## config.mk

```make
export PLATFORM = sky130hd
export DESIGN_NAME = toa_raw_generator
export DESIGN_NICKNAME = d
export VERILOG_FILES = /design/src/rtl/toa_raw_generator.sv
export SDC_FILE = /design/constraint.sdc
export NUM_CORES = 1
export LEC_CHECK = 0
export ABC_AREA = 1
export BUFFER_PORTS_ARGS = -buffer_cell sky130_fd_sc_hd__buf_4
export CAP_MARGIN = 25
export CELL_PAD_IN_SITES_DETAIL_PLACEMENT = 1
export CELL_PAD_IN_SITES_GLOBAL_PLACEMENT = 2
export CORE_MARGIN = 10
export CORE_UTILIZATION = 25
export CTS_CLUSTER_SIZE = 28
export DETAILED_ROUTE_END_ITERATION = 16
export PLACE_DENSITY_LB_ADDON = 0.15
export REMOVE_ABC_BUFFERS = 1
export SETUP_SLACK_MARGIN = 0.4
export SLEW_MARGIN = 20
export SYNTH_ARGS = -nofsm -noshare
export SYNTH_HDL_FRONTEND = slang
export SYNTH_SLANG_ARGS = --single-unit
```

## constraint.sdc

```tcl
create_clock -name clk -period 2.7 [get_ports clk]
set_clock_uncertainty 0.2 [all_clocks]
set_input_delay 0 -clock clk [delete_from_list [all_inputs] [get_ports clk]]
set_output_delay 0 -clock clk [all_outputs]
set_load 0.02 [all_outputs]
```

## src/rtl/toa_raw_generator.sv

```systemverilog
// TOA raw-code emulator: turns a coarse/fine time code into the delay-line word and counterA/B values.
// Optional sweep engine is compiled in with `define TOA_RAW_GEN_SWEEP_EN.
module toa_raw_generator #(
    parameter int SWEEP_LEN_WIDTH = 12
) (
    input  logic                       clk,
    input  logic                       rst,
    input  logic                       in_valid,
    output logic                       in_ready,
    input  logic [2:0]                 in_coarse,
    input  logic [6:0]                 in_fine,
    input  logic                       sweep_start,
    input  logic [6:0]                 sweep_step,
    input  logic [SWEEP_LEN_WIDTH-1:0] sweep_len,
    output logic                       sweep_busy,
    output logic                       sweep_done,
    input  logic                       bubble_en,
    input  logic [5:0]                 bubble_pos,
    output logic                       out_valid,
    input  logic                       out_ready,
    output logic [62:0]                out_raw,
    output logic [2:0]                 out_cnt_a,
    output logic [2:0]                 out_cnt_b,
    output logic                       out_code_err
);

`ifdef TOA_RAW_GEN_SWEEP_EN
    typedef enum logic [1:0] {ST_IDLE = 2'd0, ST_LOAD = 2'd1, ST_SWEEP = 2'd2, ST_DONE = 2'd3} state_t;
    localparam logic [SWEEP_LEN_WIDTH-1:0] REM_ONE = {{(SWEEP_LEN_WIDTH-1){1'b0}}, 1'b1};
`else
    typedef enum logic [1:0] {ST_IDLE = 2'd0, ST_LOAD = 2'd1} state_t;
`endif

    // Equal-bit pair sits at (p-1, p); the upper half of the fine range is the inverted word.
    function automatic logic [62:0] encode_raw(input logic [6:0] fine);
        logic       h;
        logic [6:0] p;
        logic [62:0] base;
        h    = (fine >= 7'd63);
        p    = h ? (fine - 7'd63) : fine;
        base = {63{1'b0}};
        for (int i = 0; i < 63; i++) begin
            if (7'(i) < p) begin
                base[i] = ~i[0];
            end else begin
                base[i] = i[0];
            end
        end
        return base ^ {63{h}};
    endfunction

    // Packed beat: {code_err, cnt_b, cnt_a, raw}, bubble applied after encoding.
    function automatic logic [69:0] encode_beat(input logic [2:0] c, input logic [6:0] f,
                                                input logic ben, input logic [5:0] bpos);
        logic [62:0] raw;
        logic [2:0]  cb;
        logic        err;
        if (f > 7'd125) begin
            raw = {63{1'b0}};
            cb  = c;
            err = 1'b1;
        end else begin
            raw = encode_raw(f);
            cb  = (f >= 7'd63) ? (c - 3'd1) : c;
            err = 1'b0;
        end
        if (ben && (bpos < 6'd63)) begin
            raw[bpos] = ~raw[bpos];
        end else begin
            raw = raw;
        end
        return {err, cb, c, raw};
    endfunction

`ifdef TOA_RAW_GEN_SWEEP_EN
    // Next sweep code: {coarse, fine}; fine wraps at 126 and carries into coarse.
    function automatic logic [9:0] sweep_next(input logic [2:0] c, input logic [6:0] f,
                                              input logic [6:0] step);
        logic [7:0] s;
        logic [2:0] nc;
        logic [6:0] nf;
        s = {1'b0, f} + {1'b0, step};
        if (s >= 8'd126) begin
            nf = 7'(s - 8'd126);
            nc = c + 3'd1;
        end else begin
            nf = s[6:0];
            nc = c;
        end
        return {nc, nf};
    endfunction
`endif

    state_t      state_r, state_nxt;
    logic        out_valid_r, out_valid_nxt;
    logic [62:0] out_raw_r;
    logic [2:0]  out_cnt_a_r, out_cnt_b_r;
    logic        out_code_err_r;
    logic        load_s, accept_out_s, in_ready_s;
    logic [2:0]  ld_coarse_s;
    logic [6:0]  ld_fine_s;
    logic [69:0] beat_s;

`ifdef TOA_RAW_GEN_SWEEP_EN
    logic                       sweep_busy_r, sweep_busy_nxt;
    logic                       sweep_done_r, sweep_done_nxt;
    logic                       zero_len_s;
    logic [2:0]                 sw_coarse_r, sw_coarse_nxt;
    logic [6:0]                 sw_fine_r, sw_fine_nxt;
    logic [6:0]                 sw_step_r, sw_step_nxt;
    logic [SWEEP_LEN_WIDTH-1:0] sw_rem_r, sw_rem_nxt;
    assign sweep_busy = sweep_busy_r;
    assign sweep_done = sweep_done_r;
`else
    logic unused_sweep_s;
    assign unused_sweep_s = ^{sweep_start, sweep_step, sweep_len};
    assign sweep_busy     = 1'b0;
    assign sweep_done     = 1'b0;
`endif

    assign accept_out_s = out_valid_r & out_ready;
    assign in_ready_s   = !rst & !sweep_busy & (!out_valid_r | out_ready);
    assign in_ready     = in_ready_s;
    assign out_valid    = out_valid_r;
    assign out_raw      = out_raw_r;
    assign out_cnt_a    = out_cnt_a_r;
    assign out_cnt_b    = out_cnt_b_r;
    assign out_code_err = out_code_err_r;

    // Next-state, next-beat and sweep bookkeeping.
    always_comb begin
        state_nxt     = state_r;
        out_valid_nxt = out_valid_r;
        load_s        = 1'b0;
        ld_coarse_s   = in_coarse;
        ld_fine_s     = in_fine;
`ifdef TOA_RAW_GEN_SWEEP_EN
        zero_len_s    = 1'b0;
        sw_coarse_nxt = sw_coarse_r;
        sw_fine_nxt   = sw_fine_r;
        sw_step_nxt   = sw_step_r;
        sw_rem_nxt    = sw_rem_r;
`endif
        case (state_r)
            ST_IDLE: begin
`ifdef TOA_RAW_GEN_SWEEP_EN
                if (sweep_start) begin
                    if (sweep_len != {SWEEP_LEN_WIDTH{1'b0}}) begin
                        state_nxt     = ST_SWEEP;
                        load_s        = 1'b1;
                        sw_coarse_nxt = in_coarse;
                        sw_fine_nxt   = in_fine;
                        sw_step_nxt   = sweep_step;
                        sw_rem_nxt    = sweep_len;
                    end else begin
                        zero_len_s = 1'b1;
                    end
                end else
`endif
                if (in_valid && in_ready_s) begin
                    state_nxt = ST_LOAD;
                    load_s    = 1'b1;
                end else begin
                    state_nxt = ST_IDLE;
                end
            end
            ST_LOAD: begin
                if (accept_out_s) begin
                    if (in_valid) begin
                        load_s = 1'b1;
                    end else begin
                        state_nxt     = ST_IDLE;
                        out_valid_nxt = 1'b0;
                    end
                end else begin
                    state_nxt = ST_LOAD;
                end
            end
`ifdef TOA_RAW_GEN_SWEEP_EN
            ST_SWEEP: begin
                if (accept_out_s) begin
                    if (sw_rem_r == REM_ONE) begin
                        state_nxt     = ST_DONE;
                        out_valid_nxt = 1'b0;
                    end else begin
                        {sw_coarse_nxt, sw_fine_nxt} = sweep_next(sw_coarse_r, sw_fine_r, sw_step_r);
                        sw_rem_nxt  = sw_rem_r - REM_ONE;
                        load_s      = 1'b1;
                        ld_coarse_s = sw_coarse_nxt;
                        ld_fine_s   = sw_fine_nxt;
                    end
                end else begin
                    state_nxt = ST_SWEEP;
                end
            end
            ST_DONE: begin
                state_nxt = ST_IDLE;
            end
`endif
            default: begin
                state_nxt     = ST_IDLE;
                out_valid_nxt = 1'b0;
            end
        endcase

        if (load_s) begin
            out_valid_nxt = 1'b1;
            beat_s        = encode_beat(ld_coarse_s, ld_fine_s, bubble_en, bubble_pos);
        end else begin
            beat_s = {out_code_err_r, out_cnt_b_r, out_cnt_a_r, out_raw_r};
        end
`ifdef TOA_RAW_GEN_SWEEP_EN
        sweep_busy_nxt = (state_nxt == ST_SWEEP) || (state_nxt == ST_DONE);
        sweep_done_nxt = zero_len_s || (state_nxt == ST_DONE);
`endif
    end

    // State register.
    always_ff @(posedge clk) begin
        if (rst) begin
            state_r <= ST_IDLE;
        end else begin
            state_r <= state_nxt;
        end
    end

    // Output beat and sweep registers.
    always_ff @(posedge clk) begin
        if (rst) begin
            out_valid_r    <= 1'b0;
            out_raw_r      <= {63{1'b0}};
            out_cnt_a_r    <= 3'd0;
            out_cnt_b_r    <= 3'd0;
            out_code_err_r <= 1'b0;
`ifdef TOA_RAW_GEN_SWEEP_EN
            sweep_busy_r   <= 1'b0;
            sweep_done_r   <= 1'b0;
            sw_coarse_r    <= 3'd0;
            sw_fine_r      <= 7'd0;
            sw_step_r      <= 7'd0;
            sw_rem_r       <= {SWEEP_LEN_WIDTH{1'b0}};
`endif
        end else begin
            out_valid_r    <= out_valid_nxt;
            out_raw_r      <= beat_s[62:0];
            out_cnt_a_r    <= beat_s[65:63];
            out_cnt_b_r    <= beat_s[68:66];
            out_code_err_r <= beat_s[69];
`ifdef TOA_RAW_GEN_SWEEP_EN
            sweep_busy_r   <= sweep_busy_nxt;
            sweep_done_r   <= sweep_done_nxt;
            sw_coarse_r    <= sw_coarse_nxt;
            sw_fine_r      <= sw_fine_nxt;
            sw_step_r      <= sw_step_nxt;
            sw_rem_r       <= sw_rem_nxt;
`endif
        end
    end

endmodule

```

# Word level (Yosys, flattened, before mapping)
# Cells that the tools add are included.
# W data, S select, Z words.
word_totals:
  ff_bits: 73
  latchBits: 0
  ram_bits: 0
  romBits: 0
  input_bits: 41
  output_inout_bits: 74
  elab_cells: 306
  n_memories: 0
classes:
  n_addsub: 2
  multipliers: 0
  div: 0
  n_lt_le_gt_ge: 68
  n_eq_ne: 5
  n_shift: 0
  mux: 213
  n_bitwise: 5
  reduce_logical: 7
ops:
  columns: ["cell", "count"]
  rows:
  - ["$lt A6 B7 Y1 const A", 31]
  - ["$mux W1", 199]
  - ["$mux W63", 3]
  - ["$lt A5 B7 Y1 const A", 16]
  - ["$bwmux W63", 1]
  - ["$xor A63 B63 Y63", 1]
  - ["$lt A4 B7 Y1 const A", 8]
  - ["$lt A3 B7 Y1 const A", 4]
  - ["$lt A1 B7 Y1 const A", 2]
  - ["$lt A2 B7 Y1 const A", 2]
  - ["$ne A3 B3 Y1 const B", 3]
  - ["$ge A7 B6 Y1 const B", 1]
  - ["$gt A7 B7 Y1 const B", 1]
  - ["$lt A6 B7 Y1 const B", 1]
  - ["$mux W7", 1]
  - ["$sub A7 B6 Y7 const B", 1]
  - ["$bmux W1 S6", 1]
  - ["$demux W1 S6", 1]
  - ["$ge A6 B1 Y1 const B", 1]
  - ["$lt A6 B6 Y1 const B", 1]
  - ["$mux W3", 2]
  - ["$mux W2", 2]
  - ["$pmux W1 S2", 2]
  - ["$pmux W2 S2", 1]
  - ["other kinds (10)", 14]

# Depth between registers and ports, before layout
# Gate-level depths: netlist (run 1).
logic_depth:
  word_depth: 15
  mapped_depth: 26
  ltp_nobuf: 25

# Least setup slack after synthesis (run 1)
# OpenSTA, ideal clock, no wires.
synth_timing:
  kind: "input -> register"
  start: "in in_fine[0]"
  end: "reg out_raw_r[42], in the netlist out_raw[42]"
  setup_time_ns: 0.132
  t_arrival_ns: 2.294
  required_ns: 2.368
  setup_slack_ns: 0.074
  path_stages: 22
  path_cell_list: "ha_1 > nand3_1 > nor2_1 > nor2_2 > nand3_1 > nand2_1 > nand2_1 > nor2_2 > nand2_1 > nand3_1 > nand2_1 > nor2_1 > nor2_1 > nor2_1 > nand2_1 > nand2_1 > nand2_1 > nor2_4 > buf_2 > nand3_1 > nand2_1 > a21oi_1"
synth_between:
  elab_chain_len: 14
synth_lines:
  columns: ["item", "line_no", "source"]
  rows:
  - ["from (decl)", "11", "input logic [6:0] in_fine,"]
  - ["$sub A7 B6 Y7 / $ge A7 B6 Y1 (equally long branches)", "40, 39", null]
  - ["$mux W7", "40", "p = h ? (fine - 7'd63) : fine;"]
  - ["$lt A1 B7 Y1, or another cell as far along", "43", "if (7'(i) < p) begin"]
  - ["$mux W1", "43", null]
  - ["$mux W1", "58", "if (f > 7'd125) begin"]
  - ["$mux W1", "206", "if (load_s) begin"]
  - ["$xor A63 B63 Y63", "49", "return base ^ {63{h}};"]
  - ["$mux W63 (*)", "58", null]
  - ["$mux W63 (*)", "206", null]
  - ["$bmux W1 S6", "68", "raw[bpos] = ~raw[bpos];"]
  - ["$mux W1 (not written as such)", "68", null]
  - ["$not A1 Y1", "68", null]
  - ["$bwmux W63", "68", null]
  - ["$mux W63 (*)", "67", "if (ben && (bpos < 6'd63)) begin"]
  - ["to (signal assigned)", "231", "out_raw_r <= {63{1'b0}};"]
  - ["to (signal assigned)", "245", "out_raw_r <= beat_s[62:0];"]
  - ["to (decl)", "96", "logic [62:0] out_raw_r;"]
# Every way passes the cells marked *; elsewhere a longest branch is shown, timed or not. The select of a mux whose other input is x is not followed.
# A chain may end at the register's enable or synchronous reset.

# Worst setup path in the final report (run 1)
layout_timing:
  start: "in in_fine[1]"
  end: "reg out_raw_r[11], in the netlist out_raw[11]"
# Same word-level chain as after synthesis.

==> results by group, run 1 <==
Clock tree
  – Worst skew pair latency: 0.36 ns
  – Clock Sinks: 72
  – Maximum root-to-sink buffer count: 2
  – Total CTS buffers: 9
  – TritonCTS clock tree: built
  – Clk pin slew, worst setup/hold paths: 0.07 ns
  – Root Buffer: clkbuf_16
  – CTS H-tree depth: 3

Global route
  – Initial antenna violation count: 0
  – Vias in the first global route: 8944
  – Gr usage total: 19.4%
  – Largest net degree at the start of global routing: 68
  – Grt ovf: 0
  – First-pass GRT wire length: 50.8 mm

Logic synthesis
  – Sequential area share after synthesis: 22.5%
  – Ys flop type: dfxtp_1
  – Post-synth top area cell: nand2_1
  – Most frequent cell after synthesis: nand2_1
  – Mapped Area: 0.00641 sq mm
  – Dominant cells by area after synthesis: nand2_1 26%, dfxtp_1 22%, nand3_1 13%, a21oi_1 10%, nor2_1 8.0%
  – Synthesized area per cell: 5.34 sq um
  – Synth warnings: 0
  – Synth top area share: 25.6%
  – Post-synth EDFFs: 0
  – Synth cell types: 36
  – Synth cell count leaders: 437 x nand2_1, 162 x nand3_1, 136 x nor2_1, 133 x a21oi_1, 118 x inv_1
  – Mapped Cells: 1200
  – Asr flop ratio synth: 0%
  – Yosys reg bits: 72

Route
  – Sum of routed wire segments on met1: 15.9 mm
  – 1st-iter DRT viols: 413
  – Routed Antenna Nets: 0
  – Vias: 9047
  – Pre-antenna DRT Iters: 5
  – DR top layer: met4
  – Metal3 WL: 1.39 mm
  – DRC violations left: 0
  – Metal2 WL: 17.3 mm
  – WL/cell: 19.2 um
  – Vias per cell: 4.88
  – Routed WL: 35.6 mm

STA
  – Final min period: 2.86 ns
  – Final hold viol count: 0
  – Fmax achieved: 0.349 GHz
  – Slew HR: 46.5%
  – Worst-Margin Slew: 0.802 ns
  – Worst setup slack after layout: -0.164 ns
  – Max Slew Vio Count: 0
  – RSZ-0062 raised after global routing: true
  – Setup Viol. Count Final: 63
  – Fin crit share: 106%

Floorplan
  – Die H: 180 um
  – Die ar.: 0.0324 sq mm
  – # rows: 58
  – Initial core utilization: 25.5%
  – IO Count: 115
  – Total core area: 0.0252 sq mm
  – Die width: 180 um

Pwr
  – PD cells: 409 mW/mm^2
  – Total Power: 4690 uW
  – Pleak: 0.00522 uW
  – Worst IR drop on VDD: 0.234 mV

Critical path
  – Critical path arrival: 2.87 ns
  – Startpoint Class: primary input
  – Crit. End Element: flip-flop
  – Cell mode on critical path: nand2_2
  – CP bufs+invs: 6
  – Crit path max-delay family: simple AND/OR/NAND/NOR gates
  – Slowest cell on the critical path: clkbuf_16
  – Req. time, crit path: 2.71 ns
  – Crit Path Max Fanout: 8
  – Slowest stage delay, CP: 0.19 ns
  – CP Class: in -> reg

Finish
  – Number of diodes: 0
  – Final Util: 45.5%
  – Storage cell area: 0.00144 sq mm
  – Fill cell count: 3214
  – Fraction of layout cells with a size suffix above 1: 41.5%
  – Area grow syn2layout: 78.7%
  – Final net count: 1561
  – Area taken by multi-input logic gates: 0.00541 sq mm

Run status
  – Outcome: complete, but fails checks
  – Failing checks: setup timing

Min path
  – Worst min path class: in -> reg

Job
  – Max Cap Viol: 0

Placement
  – Detailed Place HPWL: 23.0 mm
  – IO Port Bufs: 92
  – Gp weighted congestion: 0.868
worst min-delay path, stage by stage:
cell	delay, ns
buf_4	0.08
a21oi_1	0.04
and2_1	0.15
o21bai_1	0.13
nand2_1	0.05
a21oi_1	0.11
cell families (layout without fill, tap and decap cells):
logic type                 count (synthesis)  in the layout  share of synthesized area (%)
other                                      1              2                         0.0585
buffers and inverters                    180            500                           12.1
and+or+nand+nor                          777            778                           51.0
adders and majority gates                  3              3                          0.586
xor gates and xnor gates                   4              4                          0.546
AOI/OAI and AO/OA                        163            163                           13.2
DFF                                       72             72                           22.5
stage by stage:
stage	area, sq um	TNS [ns]	setup slack, ns	instances	hold WS [ns]
6_report	11500	-6.99	-0.164	1852	0.0326
3_3_place_gp	8720	-47.64	-0.791	1754	0.0577
3_5_place_dp	8720	-50.86	-0.835	1754	0.0740
2_1_floorplan	6110	-80.02	-1.27	1146	-0.131
4_1_cts	10100	-3.17	-0.0772	1821	0.0227
5_1_grt	11500	-15.45	-0.279	1852	0.0956
cell type report:
type                            instances  area share (%)
Sequential cell                        72            12.6
Timing Repair Buffer                  359            29.7
Tap cell                              330            3.60
Multi-Input combinational cell        950            47.3
Clock buffer                           10            2.00
Clock inverter                          6           0.601
Inverter                              125            4.28
routing by layer:
layer / GRT usage, % / vias up
li1: - / 4444
met1: 25.2 / 4381
met2: 33.3 / 175
met3: 3.01 / 47
met4: 3.64 / 0
met5: 0 / -
report_power, final:
part	internal (uW)	total, uW	switching (uW)
Sequential	1130	1170	37.6
Combinational	1010	2240	1230
Clock	722	1270	553
Total	2870	4690	1820
cell usage in the layout (no fill, tap or decap), types with 2 or more instances in the layout:
| cell | instances |
|---|---|
| buf_8 | 5 |
| nor2_4 | 15 |
| nor2_2 | 17 |
| nor2_1 | 114 |
| nor3_1 | 7 |
| ha_1 | 2 |
| a21oi_2 | 9 |
| clkinv_4 | 2 |
| nand2_8 | 8 |
| buf_16 | 8 |
| conb_1 | 2 |
| inv_2 | 9 |
| xor2_1 | 2 |
| nand2_2 | 67 |
| dfxtp_1 | 72 |
| buf_4 | 287 |
| nand3_4 | 15 |
| buf_12 | 19 |
| nand3_1 | 69 |
| xor2_2 | 2 |
| clkbuf_16 | 18 |
| nand2_4 | 28 |
| a21oi_4 | 2 |
| dlygate4sd3_1 | 5 |
| inv_1 | 108 |
| inv_4 | 4 |
| o21ai_0 | 14 |
| nand4_1 | 5 |
| o21ai_1 | 7 |
| nand2_1 | 350 |
| a21oi_1 | 124 |
| clkinvlp_4 | 4 |
| nand3_2 | 81 |
| o21bai_1 | 2 |
| buf_6 | 26 |
path summary, 6_finish.rpt:
path	from	endpoint	slack, ns	cells after the start
setup / recovery	in_fine[1]	out_raw[11]	-0.16	27
hold / removal	rst	out_valid	0.03	6
setup reg to reg	out_valid	out_raw[7]	0.73	9
hold reg to reg	out_raw[20]	out_raw[20]	0.26	2
state kept, by name (all words and copies together), names as in the netlist:
register,cells
out_cnt_a,3
out_valid,1
out_cnt_b,3
out_raw,63
out_code_err,1
state_r,1
timing repair:
| action | CTS | global route |
|---|---|---|
| pin swaps | 39 | 88 |
| gates resized for setup | 123 | 231 |
| hold buffers | 5 | 0 |
| cloned | 8 | 11 |
| setup endpoints to repair | 63 | 63 |
| hold endpoints to repair | 8 | 0 |
| buffers inserted | 38 | 20 |
No activity file was read; power rests on OpenSTA's default activity.
==> run 2, diff against run 1 <==
Settings changed: CORE_MARGIN 10 to 5.
==> results by group, run 2 (synthesized netlist as in run 1, its figures left out) <==
Route
  – Routed Antenna Nets: 0
  – DRC violations left: 0
  – Pre-antenna DRT Iters: 4
  – Vias: 9111
  – 1st-iter DRT viols: 361
  – Routed WL: 34.5 mm
  – WL/cell: 18.4 um
  – Vias per cell: 4.87

STA
  – RSZ-0062 raised after global routing: true
  – Fin crit share: 106%
  – Worst-Margin Slew: 0.852 ns
  – Slew HR: 43.2%
  – Final hold viol count: 0
  – Final min period: 2.86 ns
  – Setup Viol. Count Final: 63
  – Worst setup slack after layout: -0.162 ns
  – Fmax achieved: 0.349 GHz
  – Fin Setup TNS: -6.83 ns
  – Max Slew Vio Count: 0

Global route
  – Vias in the first global route: 9189
  – Largest net degree at the start of global routing: 79
  – Gr usage total: 23.0%
  – Grt ovf: 0
  – First-pass GRT wire length: 52.0 mm
  – Initial antenna violation count: 0

Clock tree
  – CTS H-tree depth: 3
  – TritonCTS clock tree: built
  – Clk pin slew, worst setup/hold paths: 0.07 ns
  – Maximum root-to-sink buffer count: 2
  – Root Buffer: clkbuf_16
  – Worst skew pair latency: 0.37 ns
  – Clock Sinks: 72
  – Total CTS buffers: 9

Critical path
  – CP Class: in -> reg
  – Critical path arrival: 2.88 ns
  – Cell mode on critical path: nand2_1
  – Slowest cell on the critical path: clkinvlp_4
  – Crit Path Max Fanout: 8
  – Crit. End Element: flip-flop
  – Slowest stage delay, CP: 0.19 ns
  – CP bufs+invs: 11
  – Req. time, crit path: 2.72 ns
  – Startpoint Class: primary input
  – Crit path max-delay family: buffers and inverters

Finish
  – Storage cell area: 0.00144 sq mm
  – Final net count: 1578
  – Fill cell count: 3293
  – Commonest cells after routing, fill and taps aside: 363 x nand2_1, 306 x buf_4, 122 x nor2_1
  – Post-Layout Cell Count: 1869
  – Most common cell after layout, fill and taps aside: nand2_1
  – Fraction of layout cells with a size suffix above 1: 40.6%
  – Area taken by multi-input logic gates: 0.00532 sq mm
  – Number of diodes: 0
  – Largest register FFs: 63
  – Area grow syn2layout: 78.4%
  – Final Util: 45.4%

Run status
  – Outcome: complete, but fails checks
  – Failing checks: setup timing

Floorplan
  – Die width: 170 um
  – Die H: 170 um
  – Total core area: 0.0252 sq mm
  – Initial core utilization: 25.5%
  – Die ar.: 0.0289 sq mm
  – # rows: 58
  – IO Count: 115

Pwr
  – Net Switching: 1830 uW
  – Power share of the combinational group: 48.3%
  – Pleak: 0.00523 uW
  – Internal power: 2800 uW
  – Worst IR drop on VDD: 0.302 mV
  – Clock power share: 26.4%
  – Sw frac: 39.5%
  – Seq pwr share: 25.3%
  – PD cells: 405 mW/mm^2
  – Total Power: 4630 uW

Placement
  – Detailed Place HPWL: 22.1 mm
  – Placed insts: 1756
  – Gp weighted congestion: 0.926
  – IO Port Bufs: 92

Min path
  – Worst min path class: in -> reg

Job
  – Max Cap Viol: 0
[run 2: final cells by class]
cell class	count	share of cell area (%)
multi-input combinational	950	46.5
tap	330	3.61
clock buffer	10	2.00
sequential	72	12.6
inverter	125	4.20
clock inverter	6	0.383
timing repair buffer	376	30.7
[run 2: path summary, 6_finish.rpt]
path | startpoint | to | slack, ns | cells past startpoint
worst min register to register | out_raw[57] | out_raw[57] | 0.27 | 2
worst max register to register | out_valid | out_raw[47] | 0.76 | 9
worst max-delay path | in_fine[1] | out_raw[42] | -0.16 | 28
worst min-delay path | rst | out_valid | 0.01 | 6
[run 2: worst reg2reg max path: stages (launching register included)]
cell      delay, ns
dfxtp_1        0.35
a21oi_1        0.20
and2_1         0.17
nand2_1        0.06
nand2_1        0.10
clkinv_2       0.11
buf_12         0.20
a21oi_1        0.30
nand2_4        0.08
a21oi_1        0.11
[run 2: metal layers]
layer | vias up | share of wire, % | global-route usage [%]
met3 | 58 | 4.0 | 3.60
li1 | 4483 | - | -
met2 | 173 | 49 | 39.9
met4 | 0 | 2.8 | 7.43
met5 | - | 0 | 0
met1 | 4397 | 44 | 29.2
[run 2: timing repair]
item	CTS	global route
setup buffers	61	18
cloned	11	2
endpoints found under the setup margin	63	63
hold buffers	5	0
endpoints found under the hold margin	8	0
pin swaps	97	73
resized for setup	220	94
[run 2: power by group through the flow]
| stage | Combinational (uW) | Clock, uW | Sequential (uW) |
|---|---|---|---|
| floorplan | 635 | 0 | 1280 |
| global placement | 1520 | 0 | 1200 |
| detailed placement | 1530 | 0 | 1200 |
| CTS | 2050 | 1250 | 1170 |
| global route | 2390 | 1300 | 1180 |
| finish | 2240 | 1220 | 1170 |
[run 2: through the flow]
step | hold slack, ns | cell area, sq um | setup WS, ns
2_1_floorplan | -0.131 | 6110 | -1.27
3_3_place_gp | 0.0539 | 8800 | -0.774
3_5_place_dp | 0.0574 | 8800 | -0.829
4_1_cts | 0.00278 | 10800 | -0.0227
5_1_grt | 0.0299 | 11400 | -0.375
6_report | 0.0110 | 11400 | -0.162
==> run 3, diff against run 2 <==
Settings changed: CORE_UTILIZATION 25 to 28.
Clock period 2.7 ns to 2.9 ns, I/O delays scaled along.
==> results by group, run 3 (synthesized netlist as in run 1, its figures left out) <==
Floorplan
  – Die ar.: 0.0260 sq mm
  – Die width: 161 um
  – Die H: 161 um
  – IO Count: 115
  – Initial core utilization: 28.4%
  – # rows: 55
  – Total core area: 0.0226 sq mm

Placement
  – IO Port Bufs: 92
  – Detailed Place HPWL: 21.6 mm
  – Post-DP Area: 0.00858 sq mm
  – Gp weighted congestion: 0.899

Clock tree
  – Worst skew pair latency: 0.36 ns
  – Clk pin slew, worst setup/hold paths: 0.07 ns
  – TritonCTS clock tree: built
  – Root Buffer: clkbuf_16
  – Maximum root-to-sink buffer count: 2
  – Total CTS buffers: 9
  – Clock Sinks: 72
  – CTS H-tree depth: 3

Finish
  – Final Util: 49.4%
  – Commonest cells after routing, fill and taps aside: 373 x nand2_1, 279 x buf_4, 125 x a21oi_1
  – Most common cell after layout, fill and taps aside: nand2_1
  – Area grow syn2layout: 73.8%
  – Area taken by multi-input logic gates: 0.00527 sq mm
  – Final net count: 1552
  – Storage cell area: 0.00144 sq mm
  – Fill cell count: 2943
  – Layout Cell Area excl Fill: 0.0111 sq mm
  – Number of diodes: 0
  – Largest register FFs: 63
  – Fraction of layout cells with a size suffix above 1: 39.3%

STA
  – Worst setup slack after layout: -0.00811 ns
  – RSZ-0062 raised after global routing: true
  – Fin crit share: 100%
  – Fmax achieved: 0.344 GHz
  – Slew HR: 46.6%
  – Setup Viol. Count Final: 2
  – Final min period: 2.91 ns
  – Final hold viol count: 0
  – Worst-Margin Slew: 0.800 ns
  – Max Slew Vio Count: 0

Global route
  – First-pass GRT wire length: 52.7 mm
  – Vias in the first global route: 9516
  – GR peak layer: met2
  – Largest net degree at the start of global routing: 68
  – Initial antenna violation count: 0
  – Gr usage total: 25.7%
  – Grt met2 use: 44.7%
  – Met1 capacity usage during global routing: 32.3%
  – Grt ovf: 0
  – Met3 Use GR: 4.03%

Critical path
  – Critical path arrival: 2.91 ns
  – Crit Path Max Fanout: 8
  – CP Class: in -> reg
  – Startpoint Class: primary input
  – Req. time, crit path: 2.91 ns
  – Crit. End Element: flip-flop

Pwr
  – Worst IR drop on VDD: 0.238 mV
  – Pleak: 0.00507 uW
  – PD cells: 395 mW/mm^2

Route
  – Routed WL: 34.5 mm
  – WL/cell: 19.2 um
  – Vias per cell: 5.16
  – DRC violations left: 0
  – 1st-iter DRT viols: 600
  – Routed Antenna Nets: 0
  – Vias: 9283
  – Pre-antenna DRT Iters: 5

Min path
  – Worst min path class: in -> reg

Run status
  – Failing checks: setup timing
  – Outcome: complete, but fails checks

Job
  – Max Cap Viol: 0
[run 3: cell count changes in the layout (fill, tap and decap cells not counted), moves of 7 or more]
cell     change
buf_4       -27
nand3_2     +11
nand2_1     +10
a21oi_2      -9
a21oi_1      +8
nand2_4      -7
nand3_1      -7
[run 3: report_power, final]
group          switching, uW  internal [uW]  leakage, uW  total [uW]
sequential              35.1           1060     0.000588        1090
combinational           1130            939      0.00434        2070
clock                    554            679     0.000148        1230
total                   1720           2670      0.00507        4400
[run 3: worst max-delay path, stage by stage]
cell	delay (ns)
buf_8	0.10
ha_4	0.17
inv_4	0.07
nor2_4	0.03
nand2_2	0.09
nand3_4	0.18
buf_12	0.19
nand2_8	0.10
nand3_4	0.13
nor2_4	0.19
buf_4	0.15
nand3_2	0.07
a21oi_2	0.21
nor2_1	0.06
nor2_1	0.10
nand2_1	0.07
nand2_2	0.12
nand2_4	0.08
nor2_4	0.18
buf_12	0.14
buf_6	0.09
buf_12	0.15
nand3_2	0.08
nand2_2	0.08
a21oi_1	0.06
[run 3: path summary, 6_finish.rpt]
check / startpoint / to / slack (ns) / cells after the start
min: rst / out_valid / 0.07 / 6
min reg2reg: out_raw[48] / out_raw[48] / 0.26 / 2
max reg2reg: out_valid / out_raw[17] / 0.57 / 9
max: in_fine[1] / out_raw[24] / -0.008 / 25
[run 3: what timing repair did]
item | CTS | global route
endpoints found under the hold margin | 8 | 0
resized for setup | 216 | 103
pin swaps | 72 | 62
setup buffers | 59 | 6
gates cloned | 13 | 2
hold buffers | 5 | 0
endpoints found under the setup margin | 63 | 63
[run 3: routing by layer]
metal | vias up | share of wire, %
li1 | 4416 | -
met1 | 4522 | 43
met2 | 267 | 49
met3 | 78 | 4.8
met4 | 0 | 3.3
met5 | - | 0
[run 3: area by class of cell]
cell class	count	share of cell area (%)
clock inverters	7	0.719
clock buffers	9	2.02
repair buffers	349	29.5
multi-input cells	951	47.3
flip-flops and latches	72	12.9
inverters	125	4.34
well taps	285	3.20
[run 3: metrics by stage]
step	TNS, ns	worst slack [ns]	power, uW	cells	hold WS [ns]
5_1_grt	-6.82	-0.135	4610	1798	0.0887
3_3_place_gp	-26.67	-0.486	2500	1697	0.0529
4_1_cts	0	0.165	4260	1790	0.0793
3_5_place_dp	-28.48	-0.496	2520	1697	0.0484
6_report	-0.00989	-0.00811	4400	1798	0.0670
2_1_floorplan	-67.30	-1.07	1780	1146	-0.131
